<file path="src/rtl/segment_cache_ctrl.sv">
// segment_cache_ctrl: captures CPU LCD drive outputs into a shadow on each
// lcd_strobe and commits the shadow to the display caches once per frame,
// one cycle after the vblank rising edge, so the renderer never sees tearing.
// Caches are blanked while the LCD is off or after STALE_FRAMES frames
// without any strobe.
//
// Optional build macro: SEGMENT_ACCUM_EN -- shadow writes OR into the existing
// bits and the shadow is cleared in the commit cycle (lit-at-any-strobe).
// Without it the last write wins and the shadow persists across frames.
//
// Ports:
//   clk, reset_n              clock, async active-low reset
//   cpu_id                    4 = SM5a, anything else = SM510 family
//   lcd_strobe                CPU LCD outputs valid this cycle
//   lcd_h, lcd_a, lcd_b, lcd_bs   SM510 row select and segment data
//   lcd_off                   CPU LCD-off flag
//   cpu_w_prime, cpu_w_main   SM5a W'/W registers (9 x 4 bits)
//   vblank_int                video vertical blank
//   cache_*                   committed caches seen by the renderer
//   commit_pulse              high in the cycle the caches update
//   display_stale             high while the watchdog holds caches cleared
module segment_cache_ctrl #(
  parameter int unsigned STALE_FRAMES = 4
) (
  input  logic             clk,
  input  logic             reset_n,
  input  logic [3:0]       cpu_id,
  input  logic             lcd_strobe,
  input  logic [3:0]       lcd_h,
  input  logic [15:0]      lcd_a,
  input  logic [15:0]      lcd_b,
  input  logic             lcd_bs,
  input  logic             lcd_off,
  input  logic [8:0][3:0]  cpu_w_prime,
  input  logic [8:0][3:0]  cpu_w_main,
  input  logic             vblank_int,
  output logic [3:0][15:0] cache_segment_a,
  output logic [3:0][15:0] cache_segment_b,
  output logic [1:0]       cache_segment_bs,
  output logic [8:0][3:0]  cache_w_prime,
  output logic [8:0][3:0]  cache_w_main,
  output logic             commit_pulse,
  output logic             display_stale
);

  localparam int unsigned ROWS    = 4;
  localparam int unsigned BS_ROWS = 2;
  localparam int unsigned CNT_W   = 4;
  localparam logic [3:0]  SM5A_ID = 4'd4;
  localparam logic [CNT_W-1:0] STALE_CNT = CNT_W'(STALE_FRAMES);

`ifdef SEGMENT_ACCUM_EN
  localparam bit ACCUM = 1'b1;
`else
  localparam bit ACCUM = 1'b0;
`endif

  typedef enum logic [1:0] {ST_WAIT, ST_RUN, ST_COMMIT} state_t;

  state_t state, state_d;
  logic   vblank_q;
  logic   vblank_edge_c;
  logic   commit_c;

  logic [3:0][15:0] sh_a, sh_a_d, sh_b, sh_b_d;
  logic [1:0]       sh_bs, sh_bs_d;
  logic [8:0][3:0]  sh_wp, sh_wp_d, sh_wm, sh_wm_d;

  logic             strobe_seen, strobe_seen_d;
  logic [CNT_W-1:0] stale_cnt, stale_cnt_d;
  logic             stale_next_c;
  logic             blank_c;

  assign vblank_edge_c = vblank_int & ~vblank_q;

  // State register
  always_ff @(posedge clk or negedge reset_n) begin
    if (!reset_n) state <= ST_WAIT;
    else          state <= state_d;
  end

  // Next-state: WAIT and RUN both commit on the vblank edge; COMMIT lasts one cycle
  always_comb begin
    state_d  = state;
    commit_c = 1'b0;
    case (state)
      ST_WAIT:   if (vblank_edge_c) state_d = ST_COMMIT;
      ST_RUN:    if (vblank_edge_c) state_d = ST_COMMIT;
      ST_COMMIT: begin
        commit_c = 1'b1;
        state_d  = ST_RUN;
      end
      default:   state_d = ST_WAIT;
    endcase
  end

  // Shadow capture; in accumulate mode the commit-cycle clear precedes any same-cycle strobe
  always_comb begin
    sh_a_d  = sh_a;
    sh_b_d  = sh_b;
    sh_bs_d = sh_bs;
    sh_wp_d = sh_wp;
    sh_wm_d = sh_wm;
    if (ACCUM && commit_c) begin
      sh_a_d  = '0;
      sh_b_d  = '0;
      sh_bs_d = '0;
      sh_wp_d = '0;
      sh_wm_d = '0;
    end
    if (lcd_strobe) begin
      if (cpu_id == SM5A_ID) begin
        sh_wp_d = cpu_w_prime | (ACCUM ? sh_wp_d : '0);
        sh_wm_d = cpu_w_main  | (ACCUM ? sh_wm_d : '0);
      end else begin
        for (int n = 0; n < ROWS; n++) begin
          if (lcd_h[n]) begin
            sh_a_d[n] = lcd_a | (ACCUM ? sh_a_d[n] : 16'h0000);
            sh_b_d[n] = lcd_b | (ACCUM ? sh_b_d[n] : 16'h0000);
          end
        end
        for (int n = 0; n < BS_ROWS; n++) begin
          if (lcd_h[n]) sh_bs_d[n] = lcd_bs | (ACCUM ? sh_bs_d[n] : 1'b0);
        end
      end
    end
  end

  // Watchdog: a strobe in the commit cycle belongs to the next frame
  always_comb begin
    strobe_seen_d = commit_c ? lcd_strobe : (strobe_seen | lcd_strobe);
    stale_cnt_d   = stale_cnt;
    if (commit_c) begin
      if (strobe_seen)                 stale_cnt_d = '0;
      else if (stale_cnt != STALE_CNT) stale_cnt_d = stale_cnt + CNT_W'(1);
    end
  end

  assign stale_next_c = (stale_cnt_d == STALE_CNT);
  assign blank_c      = lcd_off | stale_next_c;

  // Shadow, watchdog and vblank history
  always_ff @(posedge clk or negedge reset_n) begin
    if (!reset_n) begin
      vblank_q    <= 1'b0;
      sh_a        <= '0;
      sh_b        <= '0;
      sh_bs       <= '0;
      sh_wp       <= '0;
      sh_wm       <= '0;
      strobe_seen <= 1'b0;
      stale_cnt   <= '0;
    end else begin
      vblank_q    <= vblank_int;
      sh_a        <= sh_a_d;
      sh_b        <= sh_b_d;
      sh_bs       <= sh_bs_d;
      sh_wp       <= sh_wp_d;
      sh_wm       <= sh_wm_d;
      strobe_seen <= strobe_seen_d;
      stale_cnt   <= stale_cnt_d;
    end
  end

  // Committed caches and status outputs
  always_ff @(posedge clk or negedge reset_n) begin
    if (!reset_n) begin
      cache_segment_a  <= '0;
      cache_segment_b  <= '0;
      cache_segment_bs <= '0;
      cache_w_prime    <= '0;
      cache_w_main     <= '0;
      commit_pulse     <= 1'b0;
      display_stale    <= 1'b0;
    end else begin
      commit_pulse  <= (state_d == ST_COMMIT);
      display_stale <= stale_next_c;
      if (commit_c) begin
        cache_segment_a  <= blank_c ? '0 : sh_a;
        cache_segment_b  <= blank_c ? '0 : sh_b;
        cache_segment_bs <= blank_c ? '0 : sh_bs;
        cache_w_prime    <= blank_c ? '0 : sh_wp;
        cache_w_main     <= blank_c ? '0 : sh_wm;
      end
    end
  end

endmodule
</file>
<file path="config.mk">
export PLATFORM = sky130hd
export DESIGN_NAME = segment_cache_ctrl
export DESIGN_NICKNAME = d
export VERILOG_FILES = /design/src/rtl/segment_cache_ctrl.sv
export SDC_FILE = /design/constraint.sdc
export NUM_CORES = 1
export LEC_CHECK = 0
export ABC_AREA = 1
export ABC_CLOCK_PERIOD_IN_PS = 1600
export CORE_UTILIZATION = 24
export CTS_CLUSTER_DIAMETER = 80
export DETAILED_ROUTE_END_ITERATION = 16
export GPL_ROUTABILITY_DRIVEN = 0
export GPL_TIMING_DRIVEN = 0
export PLACE_DENSITY = 0.48
export SYNTH_ARGS = -nofsm -noshare
export SYNTH_HDL_FRONTEND = slang
export SYNTH_SLANG_ARGS = --single-unit
</file>
<file path="constraint.sdc">
create_clock -name clk -period 1.6 [get_ports clk]
set_input_delay 0.32 -clock clk [delete_from_list [all_inputs] [get_ports clk]]
set_output_delay 0.32 -clock clk [all_outputs]
set_load 0.05 [all_outputs]
</file>
==> results of run 1 <==
## layout make-up
| cell class | count | area, sq um |
|---|---|---|
| diodes | 1 | 2.50 |
| plain buffers | 127 | 853 |
| clock buffers | 71 | 1430 |
| clock inverters | 16 | 234 |
| fillers | 7271 | 46100 |
| inverters | 251 | 945 |
| multi-input cells | 1254 | 6260 |
| flip-flops and latches | 414 | 10400 |
| well taps | 940 | 1180 |
| repair buffers | 361 | 3200 |
## repair_timing
| action | CTS | global route |
|---|---|---|
| setup buffers | 17 | 4 |
| endpoints found under the setup margin | 605 | 416 |
| pin swaps | 58 | 82 |
| gates cloned | 12 | 5 |
| endpoints found under the hold margin | 71 | 71 |
| gates resized for setup | 1278 | 150 |
## synth_stat cells
| cell type | instances | area [sq um] |
|---|---|---|
| nand2_1 | 618 | 2320 |
| dfrtp_1 | 414 | 10400 |
| inv_1 | 248 | 931 |
| nand3_1 | 214 | 1070 |
| nor2_1 | 209 | 785 |
| o21ai_0 | 203 | 1020 |
| clkbuf_1 | 86 | 323 |
| buf_6 | 19 | 214 |
| buf_2 | 18 | 90.1 |
| buf_1 | 6 | 22.5 |
| inv_2 | 3 | 11.3 |
| ha_1 | 2 | 25.0 |
| a21oi_1 | 1 | 5.00 |
| nand3_2 | 1 | 10.0 |
| nand3b_1 | 1 | 7.51 |
| nand4_1 | 1 | 6.26 |
| nor2_2 | 1 | 6.26 |
| nor2_8 | 1 | 20.0 |
| o21ai_1 | 1 | 5.00 |
| o21ai_2 | 1 | 8.76 |
## cells in the final DEF, fill, tap and decap left out, drive strengths merged, types with 2 or more instances in the layout
cell type,instances
clkinv,10
o21ai,205
clkbuf,200
nand3,215
nand2,618
dfrtp,414
nor2,211
clkdlybuf4s50,116
buf,243
ha,2
inv,252
bufinv,4
## through the flow
step / std cells / setup TNS [ps] / instance area [sq um]
floorplan: 2048 / 0 / 17300
global placement: 3309 / -7930050 / 21600
detailed placement: 3312 / -415510 / 21700
CTS: 3426 / -56160 / 23700
global route: 3434 / -78530 / 24500
finish: 3435 / -58670 / 24500
## registers in the layout, summed over array words and instances (netlist names), 4 cells and up
signal / cells
cache_segment_a: 64
cache_segment_b: 64
cache_w_main: 36
cache_w_prime: 36
sh_a: 64
sh_b: 64
sh_wm: 36
sh_wp: 36
stale_cnt: 4
## power breakdown
group,switching [mW],internal (mW),total (mW)
clock network,4.64,6.86,11.5
logic,7.66,2.90,10.6
registers,1.12,12.6,13.7
## how the worst max path moves through the flow
| stage | from | end | depth (start not counted) |
|---|---|---|---|
| 2_1_floorplan | stale_cnt[0] | cache_segment_a[15] | 10 |
| 3_3_place_gp | reset_n | cache_segment_b[4] | 1 |
| 3_5_place_dp | cpu_id[1] | sh_wm[28] | 8 |
| 4_1_cts | stale_cnt[0] | cache_w_main[17] | 12 |
| 5_1_grt | stale_cnt[0] | cache_segment_b[13] | 12 |
| 6_report | stale_cnt[0] | cache_segment_b[13] | 12 |
## cells by family (layout without fill, tap and decap cells)
| logic type | after synthesis | in the layout | share of synthesized area |
|---|---|---|---|
| other | 0 | 1 | 0 |
| adders and majority gates | 2 | 2 | 0.00145 |
| AOI/OAI and AO/OA | 206 | 206 | 0.0600 |
| and+or+nand+nor | 1046 | 1046 | 0.245 |
| buffers and inverters | 380 | 826 | 0.0923 |
| DFF | 414 | 414 | 0.601 |
## worst register-to-register path: cells and delay by family, from the launching register on
kind	cells	cell delay, ps
adder cells (fa/ha/maj)	1	220
AND/OR/NAND/NOR	8	680
flip-flops	1	400
buffers and inverters	3	540
## routing by layer
| layer | GRT usage | share of wire |
|---|---|---|
| met1 | 0.212 | 0.44 |
| met5 | 0 | 0.00086 |
| met3 | 0.0394 | 0.057 |
| met4 | 0.0419 | 0.025 |
| met2 | 0.275 | 0.47 |
==> flow_metrics.py, run 1 <==
metrics = {
    "run_status": {
        "run_status": "complete, but fails checks",
        "failed_checks": "negative hold slack, negative setup slack",
    },
    "worst_setup_path": {
        "ff2ff_path_depth": 12,
        "critPathRequiredTime_ps": 2080,
        "cp_slowest_cell": "dfrtp_1",
        "critPathBufInv": 3,
        "crit_path_cell_trace": "ha_1, nand2_1, nand2_1, nand3_1, nand2_2, nor2_2, nand3_4, buf_12, buf_16, clkbuf_16, nand3_2, nand2_1",
        "rrSetupSlack_ps": -330,
        "worstSetupPathType": "reg -> reg",
        "r2r_end": "cache_segment_b[13]",
        "critPathMaxStageDelay_ps": 400,
        "crit_top_cell": "nand2_1",
        "critPathCaptureType": "flop",
        "crit_arrival_ps": 2420,
        "start_kind": "flop",
        "critical-path-top-delay-family": "simple AND/OR/NAND/NOR gates",
        "reg2reg_from": "stale_cnt[0]",
        "crit_fanout": 6,
    },
    "detailed_routing": {
        "first_pass_iters": 4,
        "drt-total-wl_um": 60500,
        "drc": 0,
        "via_count": 14800,
        "via_per_inst": 4.30,
        "antenna_left": 0,
        "wl_per_cell_um": 17.6,
        "drt_iter0_drc": 832,
    },
    "power": {
        "vdd_drop_max_v": 0.000770,
        "cellPowerDensity_nw_per_um2": 1460,
        "power.total_mw": 35.8,
        "power_leakage_nw": 12.3,
    },
    "logic_synthesis": {
        "ys_seq_elements": 414,
        "synth.distinct_cells": 20,
        "postSynthCellCount": 2048,
        "syn-cell-area_sq_um": 17200,
        "synth.net_count": 2168,
        "ys_seq_area_frac": 0.601,
        "syn_area_per_cell_sq_um": 8.42,
        "ys_warn_count": 0,
    },
    "placement": {
        "dp_hpwl_um": 41800,
        "place_ws_ps": -1380,
        "numPortBuffers": 321,
    },
    "sta": {
        "tightest_slew_ps": 886,
        "slew_headroom": 0.409,
        "post-route-period-util": 1.21,
        "setup_ws_ps": -334,
        "fmax_mhz": 517,
        "hold_viol": 71,
        "post-route-min-period_ps": 1930,
        "hold_ws_ps": -289,
        "setup_viol": 203,
        "rsz0062_at_grt": "yes",
        "report.final.slew_viol_count": 0,
        "skew_ps": 35.0,
    },
    "cells_and_area": {
        "finalNetCount": 2579,
        "drive_gt1_frac": 0.234,
        "utilization": 0.347,
        "area_growth_pct": 41.9,
    },
    "die": {
        "rows": 97,
        "initial_core_util": 0.244,
        "die_w_um": 270,
        "design.core.area_sq_um": 70500,
        "dieArea_sq_um": 72900,
        "fp.dieH_um": 270,
        "pin_count": 322,
    },
    "clocking": {
        "root_buffer": "clkbuf_16",
        "cts_buffers": 50,
        "clock_latency_ps": 610,
        "clk_pin_slew_ps": 60,
        "cts_tree": "yes",
        "cts.sinks": 414,
        "ctsLongestPathBuffers": 3,
        "htreeDepth": 2,
    },
    "global_route": {
        "grt_max_degree": 124,
        "antenna_found_initial": 6,
        "grt_usage": 0.165,
        "grt_pass1_vias": 15600,
        "overflow": 0,
        "grt_pass1_wl_um": 93500,
    },
    "job": {
        "drv_cap": 0,
    },
    "min_path": {
        "hold_class": "in -> async",
    },
}
Power figures use the tool's default switching activity.
==> run 2, diff against run 1 <==
--- a/config.mk
+++ b/config.mk
@@ -6,13 +6,13 @@
 export NUM_CORES = 1
 export LEC_CHECK = 0
 export ABC_AREA = 1
-export ABC_CLOCK_PERIOD_IN_PS = 1600
-export CORE_UTILIZATION = 24
+export ABC_CLOCK_PERIOD_IN_PS = 2050
+export CORE_UTILIZATION = 50
 export CTS_CLUSTER_DIAMETER = 80
 export DETAILED_ROUTE_END_ITERATION = 16
 export GPL_ROUTABILITY_DRIVEN = 0
 export GPL_TIMING_DRIVEN = 0
-export PLACE_DENSITY = 0.48
+export PLACE_DENSITY = 0.81
 export SYNTH_ARGS = -nofsm -noshare
 export SYNTH_HDL_FRONTEND = slang
 export SYNTH_SLANG_ARGS = --single-unit
==> constraint.sdc (replaced) <==
create_clock -name clk -period 2.05 [get_ports clk]
set_input_delay 0.41 -clock clk [delete_from_list [all_inputs] [get_ports clk]]
set_output_delay 0.41 -clock clk [all_outputs]
set_load 0.05 [all_outputs]
==> flow_metrics.py, run 2 (synthesized netlist as in run 1, its figures left out) <==
metrics = {
    "detailed_routing": {
        "drt-total-wl_um": 52300,
        "via_per_inst": 5.28,
        "via_count": 15400,
        "drc": 0,
        "antenna_left": 0,
        "first_pass_iters": 5,
        "drt_iter0_drc": 1359,
        "wl_per_cell_um": 18.0,
    },
    "sta": {
        "slew_headroom": 0.421,
        "tightest_slew_ps": 869,
        "hold_viol": 0,
        "fin_setup_tns_ps": 0,
        "setup_ws_ps": 34.0,
        "report.final.slew_viol_count": 0,
        "hold_ws_ps": 363,
        "post-route-min-period_ps": 2020,
        "fmax_mhz": 496,
        "rsz0062_at_grt": "yes",
        "skew_ps": 22.4,
        "setup_viol": 0,
        "post-route-period-util": 0.983,
    },
    "worst_setup_path": {
        "critPathRequiredTime_ps": 2460,
        "ff2ff_path_depth": 11,
        "worstSetupPathType": "reg -> reg",
        "r2r_end": "cache_w_prime[28]",
        "reg2reg_from": "stale_cnt[0]",
        "critPathCaptureType": "flop",
        "crit_arrival_ps": 2430,
        "start_kind": "flop",
        "crit_fanout": 7,
        "rrSetupSlack_ps": 30,
    },
    "min_path": {
        "hp-start": "vblank_int",
        "hold_depth": 1,
        "hold_class": "in -> reg",
        "holdPathEnd": "vblank_q",
    },
    "run_status": {
        "run_status": "completed",
    },
    "clocking": {
        "clk_pin_slew_ps": 60,
        "cts.sinks": 414,
        "clock_latency_ps": 550,
        "htreeDepth": 2,
        "cts_buffers": 42,
        "root_buffer": "clkbuf_16",
        "ctsLongestPathBuffers": 3,
        "cts_tree": "yes",
    },
    "global_route": {
        "antenna_found_initial": 1,
        "grt_pass1_wl_um": 80400,
        "grt_usage": 0.288,
        "grt_max_degree": 131,
        "overflow": 0,
        "grt_pass1_vias": 15000,
    },
    "placement": {
        "place_ws_ps": -682,
        "numPortBuffers": 321,
        "dp_hpwl_um": 35400,
    },
    "cells_and_area": {
        "n_fill_cell": 2634,
        "finalNetCount": 2550,
        "drive_gt1_frac": 0.0837,
        "final_common_cell": "nand2_1",
        "antenna_cells": 0,
        "area_growth_pct": 32.7,
        "seq_area_sq_um": 10400,
        "final_cell_mix": "nand2_1 (616), dfrtp_1 (413), inv_1 (246)",
        "multi_input_area_sq_um": 5630,
    },
    "power": {
        "vdd_drop_max_v": 0.000692,
        "cellPowerDensity_nw_per_um2": 1140,
        "power_leakage_nw": 12.2,
    },
    "die": {
        "design.core.area_sq_um": 33700,
        "die_w_um": 188,
        "pin_count": 322,
        "rows": 67,
        "dieArea_sq_um": 35200,
        "initial_core_util": 0.511,
        "fp.dieH_um": 188,
    },
    "job": {
        "drv_cap": 0,
    },
}
## run 2: changes by cell type in the layout (fill, tap and decap cells not counted), sizes merged, moves of 4 or more
cell,change
bufinv,-4
dlygate4sd2,+203
buf,-193
clkbuf,-38
## run 2: what timing repair did
action / CTS / global route
gates resized for setup: 209 / 113
hold buffers: 1 / 0
endpoints found under the hold margin: 74 / 0
setup endpoints to repair: 272 / 456
setup buffers: 1 / 3
gates cloned: 0 / 9
pin swaps: 1 / 38
## run 2: critical path: stages (launching register included)
cell and delay [ps]:
dfrtp_2 450, inv_2 90, ha_4 160, nand3_4 100, nand3_2 100, nand2_1 70
nor2_2 160, nand3_4 200, clkbuf_16 250, buf_8 140, nand3_1 90, nand2_1 80
## run 2: per-layer routing
metal	share of wire	vias to the layer above	global-route usage	routed length, um
met5	0.00025	-	0	13
met4	0.036	2	0.104	1890
met3	0.081	125	0.0500	4220
met2	0.48	696	0.472	25100
met1	0.40	7463	0.387	21100
li1	-	7073	-	-
## run 2: worst max-delay path by stage
| stage | endpoint | depth (start not counted) | slack, ps | from |
|---|---|---|---|---|
| floorplan | cache_segment_a[15] | 11 | 400 | stale_cnt[1] |
| global placement | cache_w_main[10] | 1 | -16750 | reset_n |
| detailed placement | sh_wp[21] | 8 | -680 | cpu_id[1] |
| CTS | sh_b[15] | 7 | -20 | cpu_id[1] |
| global route | cache_w_main[2] | 11 | -60 | stale_cnt[0] |
| finish | cache_w_prime[28] | 11 | 30 | stale_cnt[0] |
## run 2: final cells by class
| class | count | area share |
|---|---|---|
| multi-input cells | 1254 | 0.246 |
| inverters | 251 | 0.0412 |
| well taps | 448 | 0.0245 |
| clock inverters | 10 | 0.00350 |
| repair buffers | 338 | 0.144 |
| clock buffers | 66 | 0.0556 |
| flip-flops and latches | 414 | 0.453 |
| plain buffers | 129 | 0.0320 |
## run 2: report_power, final
part	total [mW]	switching, mW	internal [mW]
sequential	10.7	0.895	9.81
combinational	7.94	5.84	2.09
clock	7.47	3.19	4.28
## run 2: metrics by stage
step,area [sq um],std cells,power [mW],utilization
floorplan,17200,2048,15.9,-
global placement,21000,2817,19.0,0.623
detailed placement,21100,2820,19.1,0.626
CTS,22200,2898,26.0,0.660
global route,22900,2910,27.2,0.679
finish,22900,2910,26.1,0.679
==> run 3, diff against run 2 <==
--- a/config.mk
+++ b/config.mk
@@ -7,12 +7,12 @@
 export LEC_CHECK = 0
 export ABC_AREA = 1
 export ABC_CLOCK_PERIOD_IN_PS = 2050
-export CORE_UTILIZATION = 50
+export CORE_UTILIZATION = 52
 export CTS_CLUSTER_DIAMETER = 80
 export DETAILED_ROUTE_END_ITERATION = 16
 export GPL_ROUTABILITY_DRIVEN = 0
 export GPL_TIMING_DRIVEN = 0
-export PLACE_DENSITY = 0.81
+export PLACE_DENSITY = 0.84
 export SYNTH_ARGS = -nofsm -noshare
 export SYNTH_HDL_FRONTEND = slang
 export SYNTH_SLANG_ARGS = --single-unit
==> flow_metrics.py, run 3 (synthesized netlist as in run 1, its figures left out) <==
metrics = {
    "die": {
        "pin_count": 322,
        "dieArea_sq_um": 33900,
        "initial_core_util": 0.530,
        "fp.dieH_um": 184,
        "rows": 66,
        "die_w_um": 184,
        "design.core.area_sq_um": 32500,
    },
    "clocking": {
        "cts.sinks": 414,
        "root_buffer": "clkbuf_16",
        "clk_pin_slew_ps": 60,
        "clock_latency_ps": 540,
        "cts_buffers": 44,
        "cts_tree": "yes",
        "htreeDepth": 2,
        "ctsLongestPathBuffers": 3,
    },
    "worst_setup_path": {
        "crit_arrival_ps": 2430,
        "reg2reg_from": "stale_cnt[1]",
        "critPathBufInv": 3,
        "critPathMaxStageDelay_ps": 430,
        "critical-path-top-delay-family": "simple AND/OR/NAND/NOR gates",
        "rrSetupSlack_ps": 40,
        "ff2ff_path_depth": 11,
        "r2r_end": "cache_w_main[12]",
        "critPathRequiredTime_ps": 2470,
        "critPathCaptureType": "flop",
        "worstSetupPathType": "reg -> reg",
        "start_kind": "flop",
        "crit_path_cell_trace": "inv_2, ha_2, nand2_1, nor2_1, nor2_1, a21oi_2, nand3_4, buf_12, buf_6, nand3_2, nand2_1",
        "crit_fanout": 10,
        "cp_slowest_cell": "dfrtp_1",
    },
    "sta": {
        "fmax_mhz": 497,
        "report.final.slew_viol_count": 0,
        "slew_headroom": 0.345,
        "post-route-min-period_ps": 2010,
        "tightest_slew_ps": 982,
        "rsz0062_at_grt": "yes",
        "post-route-period-util": 0.981,
        "hold_viol": 0,
        "skew_ps": 16.9,
        "hold_ws_ps": 264,
        "setup_viol": 0,
    },
    "detailed_routing": {
        "drt-total-wl_um": 50800,
        "wl_per_cell_um": 17.5,
        "via_per_inst": 5.23,
        "drc": 0,
        "via_count": 15200,
        "antenna_left": 0,
        "drt_iter0_drc": 1219,
        "first_pass_iters": 5,
    },
    "power": {
        "power_leakage_nw": 12.2,
        "vdd_drop_max_v": 0.000690,
        "cellPowerDensity_nw_per_um2": 1180,
    },
    "cells_and_area": {
        "seq_area_sq_um": 10400,
        "area_growth_pct": 31.1,
        "multi_input_area_sq_um": 5340,
        "final_common_cell": "nand2_1",
        "final_cell_mix": "nand2_1 (617), dfrtp_1 (414), inv_1 (246)",
        "finalInstanceArea_sq_um": 22600,
        "n_fill_cell": 2549,
        "finalNetCount": 2550,
        "antenna_cells": 0,
        "utilization": 0.694,
        "drive_gt1_frac": 0.0617,
        "finalNonFillerCells": 2905,
    },
    "job": {
        "drv_cap": 0,
    },
    "placement": {
        "numPortBuffers": 321,
        "dp_hpwl_um": 35200,
        "dpl_cell_area_sq_um": 21100,
        "dp.cells": 2815,
    },
    "global_route": {
        "overflow": 0,
        "grt_pass1_wl_um": 79000,
        "grt_usage": 0.300,
        "met1_usage": 0.383,
        "grt-busiest-layer": "met2",
        "antenna_found_initial": 0,
        "grt_max_degree": 128,
        "grtUsageMet3": 0.0701,
        "grt_pass1_vias": 15100,
        "gr-usage-met2": 0.498,
    },
    "min_path": {
        "hold_class": "in -> async",
    },
    "run_status": {
        "run_status": "completed",
    },
}
run 3: cell count changes in the layout (fill, tap and decap cells not counted), sizes merged:
cell      delta
clkinv       -2
clkbuf       -9
inv          +2
clkinvlp     +1
buf          +5
bufinv       +4
run 3: per-layer routing:
layer  routed length (um)  part of all wire
met4                 1810             0.036
met3                 4610             0.091
met5                    0                 0
met1                20400              0.40
met2                24000              0.47
run 3: layout make-up:
class                      count  area share
clock inverter                15     0.00853
buffer                       128      0.0301
multi-input combinational   1254       0.236
sequential                   414       0.459
clock buffer                  64      0.0579
tap                          442      0.0245
timing repair buffer         337       0.142
inverter                     251      0.0417
run 3: power breakdown:
group          internal, mW  total (mW)  switching [mW]  leakage, nW
sequential             9.81        10.7           0.885         5.22
combinational          2.05        7.82            5.78         6.21
clock                  4.93        8.19            3.25        0.741
run 3: repair_timing:
item	CTS	global route
setup endpoints to repair	266	245
resized for setup	208	39
cloned	0	2
endpoints found under the hold margin	9	0
pin swaps	2	5
hold buffers	1	0
buffers inserted	2	7
run 3: worst max-delay path by stage:
stage | startpoint | depth (start not counted) | endpoint
finish | stale_cnt[1] | 11 | cache_w_main[12]
global route | stale_cnt[1] | 11 | cache_w_prime[26]
floorplan | stale_cnt[1] | 11 | cache_segment_a[15]
CTS | stale_cnt[0] | 11 | cache_w_main[12]
detailed placement | cpu_id[1] | 8 | sh_wm[16]
global placement | reset_n | 1 | cache_segment_b[0]
run 3: worst register-to-register path, stage by stage, from the launching register on:
cell and delay (ps):
dfrtp_1 430, inv_2 90, ha_2 180, nand2_1 60, nor2_1 120, nor2_1 70
a21oi_2 200, nand3_4 210, buf_12 220, buf_6 150, nand3_2 110, nand2_1 60
run 3: through the flow:
step,power [mW],TNS [ps],worst slack [ps]
floorplan,15.9,0,404
global placement,19.0,-7059820,-16760
detailed placement,19.2,-151030,-767
CTS,26.7,0,16.2
global route,27.8,-1790,-49.3
finish,26.7,0,38.8
